**config.mk**
```make
export PLATFORM = sky130hd
export DESIGN_NAME = pwm_dac_multi_flat
export DESIGN_NICKNAME = d
export VERILOG_FILES = /design/src/rtl/pwm_dac_multi_if.sv /design/src/rtl/pwm_dac_multi.sv /design/src/flat_wrapper.sv
export SDC_FILE = /design/constraint.sdc
export NUM_CORES = 1
export LEC_CHECK = 0
export ABC_AREA = 1
export CORE_MARGIN = 4
export CORE_UTILIZATION = 45
export DETAILED_ROUTE_END_ITERATION = 7
export PLACE_DENSITY = 0.64
export SLEW_MARGIN = 20
export SYNTH_ARGS = -nofsm -noshare
export SYNTH_HDL_FRONTEND = slang
export SYNTH_SLANG_ARGS = --single-unit
```
**constraint.sdc**
```tcl
create_clock -name clk -period 8 [get_ports clk]
set_clock_uncertainty 0.1 [all_clocks]
set_input_delay 1.6 -clock clk [delete_from_list [all_inputs] [get_ports clk]]
set_output_delay 1.6 -clock clk [all_outputs]
set_load 0.02 [all_outputs]
```
**src/rtl/pwm_dac_multi_if.sv**
```systemverilog
// Control and status bundle for the multi-channel PWM / sigma-delta DAC.
// The master side drives writes and enable; the slave side is the DAC core.
interface pwm_dac_multi_if #(
  parameter int WIDTH    = 12,
  parameter int CHANNELS = 2
);
  logic                en;
  logic                wr_en;
  logic [2:0]          wr_ch;
  logic [WIDTH-1:0]    wr_data;
  logic                mode_in;
  logic [CHANNELS-1:0] dac_out;
  logic [CHANNELS-1:0] pending;
  logic                period_tick;
  logic                mode_active;

  modport master (
    output en, wr_en, wr_ch, wr_data, mode_in,
    input  dac_out, pending, period_tick, mode_active
  );

  modport slave (
    input  en, wr_en, wr_ch, wr_data, mode_in,
    output dac_out, pending, period_tick, mode_active
  );
endinterface

```
**src/rtl/pwm_dac_multi.sv**
```systemverilog
// Multi-channel 1-bit DAC: PWM against a shared counter or first-order sigma-delta,
// with double-buffered codes and mode that commit only on the period boundary.
module pwm_dac_multi #(
  parameter int WIDTH    = 12,
  parameter int CHANNELS = 2
) (
  input logic             clk,
  input logic             rst,
  pwm_dac_multi_if.slave  bus
);

  logic [WIDTH-1:0]    cnt_p0;
  logic [WIDTH-1:0]    shadow [CHANNELS];
  logic [WIDTH-1:0]    active [CHANNELS];
  logic [WIDTH-1:0]    acc    [CHANNELS];
  logic [WIDTH:0]      sum    [CHANNELS];
  logic [CHANNELS-1:0] dac_p1;
  logic [CHANNELS-1:0] pending_q;
  logic                tick_p1;
  logic                mode_shadow;
  logic                mode_active_q;
  logic                commit;

  function automatic logic [WIDTH:0] sd_sum(input logic [WIDTH-1:0] a,
                                            input logic [WIDTH-1:0] code);
    return {1'b0, a} + {1'b0, code};
  endfunction

  assign commit = bus.en && (cnt_p0 == {WIDTH{1'b1}});

  always_comb begin
    for (int i = 0; i < CHANNELS; i++) begin
      sum[i] = sd_sum(acc[i], active[i]);
    end
  end

  // Stage p0 -> p1: counter/accumulator state to registered outputs
  always_ff @(posedge clk or posedge rst) begin
    if (rst) begin
      cnt_p0        <= '0;
      dac_p1        <= '0;
      pending_q     <= '0;
      tick_p1       <= 1'b0;
      mode_shadow   <= 1'b0;
      mode_active_q <= 1'b0;
      for (int i = 0; i < CHANNELS; i++) begin
        shadow[i] <= '0;
        active[i] <= '0;
        acc[i]    <= '0;
      end
    end else begin
      mode_shadow <= bus.mode_in;
      tick_p1     <= commit;
      if (bus.en) cnt_p0 <= cnt_p0 + WIDTH'(1);
      if (commit) begin
        mode_active_q <= mode_shadow;
        pending_q     <= '0;
      end
      for (int i = 0; i < CHANNELS; i++) begin
        // Commit reads the pre-write shadow; a same-cycle write re-arms pending.
        if (commit) active[i] <= shadow[i];
        if (bus.wr_en && (bus.wr_ch == 3'(i))) begin
          shadow[i]    <= bus.wr_data;
          pending_q[i] <= 1'b1;
        end
        if (commit && (mode_shadow != mode_active_q)) acc[i] <= '0;
        else if (bus.en && mode_active_q)            acc[i] <= sum[i][WIDTH-1:0];
        if (!bus.en)            dac_p1[i] <= 1'b0;
        else if (mode_active_q) dac_p1[i] <= sum[i][WIDTH];
        else                    dac_p1[i] <= (cnt_p0 < active[i]);
      end
    end
  end

  assign bus.dac_out     = dac_p1;
  assign bus.pending     = pending_q;
  assign bus.period_tick = tick_p1;
  assign bus.mode_active = mode_active_q;

endmodule

```
**src/flat_wrapper.sv**
```systemverilog
// flat-port wrapper written by rule: the top's interface ports become plain ports
module pwm_dac_multi_flat 
#(
  parameter int WIDTH    = 12,
  parameter int CHANNELS = 2
)
  (clk, rst, bus_en, bus_wr_en, bus_wr_ch, bus_wr_data, bus_mode_in, bus_dac_out, bus_pending, bus_period_tick, bus_mode_active);
  pwm_dac_multi_if #(.WIDTH(WIDTH), .CHANNELS(CHANNELS)) bus_i ();
  input logic clk;
  input logic rst;
  input wire logic [$bits(bus_i.en)-1:0] bus_en;
  input wire logic [$bits(bus_i.wr_en)-1:0] bus_wr_en;
  input wire logic [$bits(bus_i.wr_ch)-1:0] bus_wr_ch;
  input wire logic [$bits(bus_i.wr_data)-1:0] bus_wr_data;
  input wire logic [$bits(bus_i.mode_in)-1:0] bus_mode_in;
  output wire logic [$bits(bus_i.dac_out)-1:0] bus_dac_out;
  output wire logic [$bits(bus_i.pending)-1:0] bus_pending;
  output wire logic [$bits(bus_i.period_tick)-1:0] bus_period_tick;
  output wire logic [$bits(bus_i.mode_active)-1:0] bus_mode_active;
  assign bus_i.en = bus_en;
  assign bus_i.wr_en = bus_wr_en;
  assign bus_i.wr_ch = bus_wr_ch;
  assign bus_i.wr_data = bus_wr_data;
  assign bus_i.mode_in = bus_mode_in;
  assign bus_dac_out = bus_i.dac_out;
  assign bus_pending = bus_i.pending;
  assign bus_period_tick = bus_i.period_tick;
  assign bus_mode_active = bus_i.mode_active;
  pwm_dac_multi #(.WIDTH(WIDTH), .CHANNELS(CHANNELS)) u_core (.clk(clk), .rst(rst), .bus(bus_i));
endmodule
```
==> results.sh <==
export IMPL_worst_setup_hold_path_clk_slew_ps=60
export IMPL_start_util_pct=46.7
export IMPL_grt_antenna_before_repair=0
export IMPL_first_global_vias=4343
export IMPL_cts_sink_count=91
export IMPL_insertion_delay_of_the_later_clocked_pin_in_the_worst_skew_pair_ps=350
export IMPL_design_core_area_mm2=0.0116
export IMPL_timing_setup_critical_path_class="primary input to flip-flop"
export IMPL_arrival_ps=3530
export IMPL_swShare_pct=26.1
export IMPL_dieArea_mm2=0.0138
export IMPL_ys_seq_elements=91
export IMPL_power_frac_clock_pct=39.8
export IMPL_seqCellArea_mm2=0.00228
export IMPL_final_net_count=802
export IMPL_setup_violations=0
export IMPL_path_max_fanout=49
export IMPL_timing_final_crit_period_ps=3360
export IMPL_dr_total_vias=4392
export IMPL_top_ports=26
export IMPL_gr_usage_all_layers_pct=19.0
export IMPL_outcome="complete, no violations"
export IMPL_post_route_period_util_pct=42.1
export IMPL_finalHoldViolations=0
export IMPL_worst_r2r_path_depth=10
export IMPL_synthesis_area_mm2=0.00541
export IMPL_postCtsHoldBufs=0
export IMPL_placementRows=39
export IMPL_die_width_um=118
export IMPL_achievable_frequency_ghz=0.297
export IMPL_placed_cell_area_mm2=0.00578
export IMPL_tightestPinTransition_ps=858
export IMPL_count_of_maximum_capacitance_violations=0
export IMPL_post_synth_num_cell_types=26
export IMPL_die_height_um=118
export IMPL_htreeDepth=3
export IMPL_critical_path_launch_point_type="primary input"
export IMPL_power_internal_uw=823
export IMPL_comb_power_share_pct=10.3
export IMPL_post_place_ws_ps=4290
export IMPL_final_max_slew_viol_count=0
export IMPL_slew_limit_headroom_pct=42.6
export IMPL_seq_area_frac_synth_pct=42.1
export IMPL_via_per_inst=5.00
export IMPL_syn_inst=708
export IMPL_wl_per_cell_um=14.2
export IMPL_drc=0
export IMPL_layout_filler_cell_count=1098
export IMPL_diodes=0
export IMPL_io_buffers=25
export IMPL_multi_input_area_mm2=0.00265
export IMPL_cts_root_to_sink_buffers=2
export IMPL_worst_hold_path_num_cells=2
export IMPL_detail_route_antenna_nets=0
export IMPL_setup_slack_ps=4640
export IMPL_place_hpwl_mm=9.50
export IMPL_worst_endpoint_required_ps=8170
export IMPL_setup_worst_path_end_class="flip-flop"
export IMPL_share_seq_of_total_power_pct=49.9
export IMPL_tritoncts="built"
export IMPL_detail_route_first_pass_iterations=5
export IMPL_syn_avg_cell_area_um2=7.64
export IMPL_power_spent_charging_and_discharging_nets_uw=291
export IMPL_final_layout_size_suffix_gt1_share_pct=3.94
export IMPL_global_route_wire_length_before_repair_mm=21.2
export IMPL_cts_resized_gates=0
export IMPL_ys_warn_count=0
export IMPL_power_density_mw_per_mm2=183
export IMPL_wirelength_mm=12.5
export IMPL_setup_repair_after_global_routing_missed_its_margin="false"
export IMPL_timing_setup_tns_ps=0
export IMPL_number_of_buffers_inserted_during_clock_tree_synthesis=9
export IMPL_leakage_nw=3.31
export IMPL_min_delay_path_class="flip-flop to flip-flop"
export IMPL_grt_overflow_total=0
export IMPL_flow_area_growth_from_synthesis_pct=12.6
export IMPL_globalplace_congestion=0.922
export IMPL_synth_fp_nets=777
export IMPL_drt_iter0_drc=295
export IMPL_grt_max_degree=83
export IMPL_irDropWorstVdd_uv=143
export IMPL_finish_instance_area_mm2=0.00609
export IMPL_setup_fix_bufs_post_cts=0
export IMPL_clk_root_buffer_cell="clkbuf_16"
[stage by stage]
stage	hold WS (ps)	utilization, %	instances	total power [mW]
after floorplan	348	-	708	0.621
after global placement	361	50.0	865	0.672
after detailed placement	369	50.0	865	0.680
after CTS	384	52.6	879	1.13
after global routing	406	52.6	879	1.17
final	380	52.6	879	1.11
[cell usage after synthesis]
| master | number | share of area, % |
|---|---|---|
| xor2_1 | 17 | 2.8 |
| nor2_4 | 1 | 0.21 |
| nand3_1 | 42 | 3.9 |
| nand4_1 | 8 | 0.93 |
| fa_1 | 2 | 0.74 |
| ha_1 | 47 | 11 |
| o21ai_1 | 9 | 0.83 |
| nand3b_1 | 1 | 0.14 |
| mux2_2 | 1 | 0.21 |
| or2_2 | 5 | 0.58 |
| dfrtp_1 | 91 | 42 |
| xnor2_1 | 5 | 0.81 |
| clkbuf_1 | 5 | 0.35 |
| nor3_4 | 1 | 0.30 |
| nand2_1 | 250 | 17 |
| buf_2 | 5 | 0.46 |
| buf_6 | 2 | 0.42 |
| buf_4 | 2 | 0.28 |
| a21oi_1 | 21 | 1.9 |
| nand2_2 | 2 | 0.23 |
| o21ai_0 | 48 | 4.4 |
| inv_1 | 105 | 7.3 |
| nor2_1 | 32 | 2.2 |
| a31oi_1 | 2 | 0.23 |
| nor3_1 | 3 | 0.28 |
| nor2_2 | 1 | 0.12 |
[final cells by class]
| cell class | instances | share of cell area (%) |
|---|---|---|
| clock buffer | 9 | 3.70 |
| inverter | 105 | 6.50 |
| sequential | 91 | 37.4 |
| timing repair buffer | 28 | 4.54 |
| tap | 143 | 2.94 |
| multi-input combinational | 498 | 43.6 |
| clock inverter | 5 | 1.30 |
[path summary, 6_finish.rpt]
path,endpoint,slack [ps],from
worst max-delay path,u_core.active[1]$_DFFE_PP0P_,4640,bus_en
worst min-delay path,u_core.acc[0]$_DFFE_PP0P_,380,u_core.acc[0]$_DFFE_PP0P_
worst max register to register,u_core.active[1]$_DFFE_PP0P_,5840,u_core.cnt_p0[0]$_DFFE_PP0P_
worst min register to register,u_core.acc[0]$_DFFE_PP0P_,380,u_core.acc[0]$_DFFE_PP0P_
max in group asynchronous,u_core.active[20]$_DFFE_PP0P_,5460,rst
min in group asynchronous,u_core.shadow[13]$_DFFE_PP0P_,1370,rst
[critical path, cell delays in order]
cell and delay (ps):
clkdlybuf4s50_1 660, nand2_1 150, inv_1 110, nand2_2 90
nor2_4 110, nand2_2 90, nor3_4 100, buf_4 390
nand2_1 120, o21ai_0 90
[sequential cells by signal, summed over array words and instances (netlist names)]
signal	cells
u_core.acc	24
u_core.active	24
u_core.bus.dac_out	2
u_core.bus.mode_active	1
u_core.bus.pending	2
u_core.bus.period_tick	1
u_core.cnt_p0	12
u_core.mode_shadow	1
u_core.shadow	24
[placed cells by master (no fill, tap or decap), types with 2 or more instances in the layout]
master	n
nor3_1	3
clkbuf_16	9
fa_1	2
nand4_1	8
a21oi_1	21
o21ai_1	9
ha_1	47
nand3_1	42
bufinv_16	2
inv_1	104
dfrtp_1	91
o21ai_0	48
nand2_2	2
buf_4	2
xnor2_1	5
or2_2	5
a31oi_1	2
clkinv_2	3
nand2_1	250
xor2_1	17
clkdlybuf4s50_1	25
nor2_1	32
[routing by layer]
metal  GRT usage (%)  up-vias  share of wire (%)
li1                -     2280                  -
met1            26.2     2011                 49
met2            30.1       86                 46
met3            3.70       15                3.7
met4            6.59        0                1.6
met5               0        -                  0
[logic make-up after synthesis]
group           after synthesis  share of synthesized area [%]
xor+xnor                     22                           3.56
fa+ha+maj                    49                           11.6
compound gates               80                           7.45
simple gates                346                           26.2
mux                           1                          0.208
buf+inv                     119                           8.79
flops                        91                           42.1
[power groups by stage]
stage / sequential [mW] / clock (mW) / combinational, mW
4_1_cts: 0.557 / 0.455 / 0.117
3_3_place_gp: 0.566 / 0 / 0.106
6_report: 0.556 / 0.444 / 0.115
2_1_floorplan: 0.540 / 0 / 0.0810
5_1_grt: 0.562 / 0.475 / 0.135
3_5_place_dp: 0.565 / 0 / 0.116
Power figures use the tool's default switching activity.
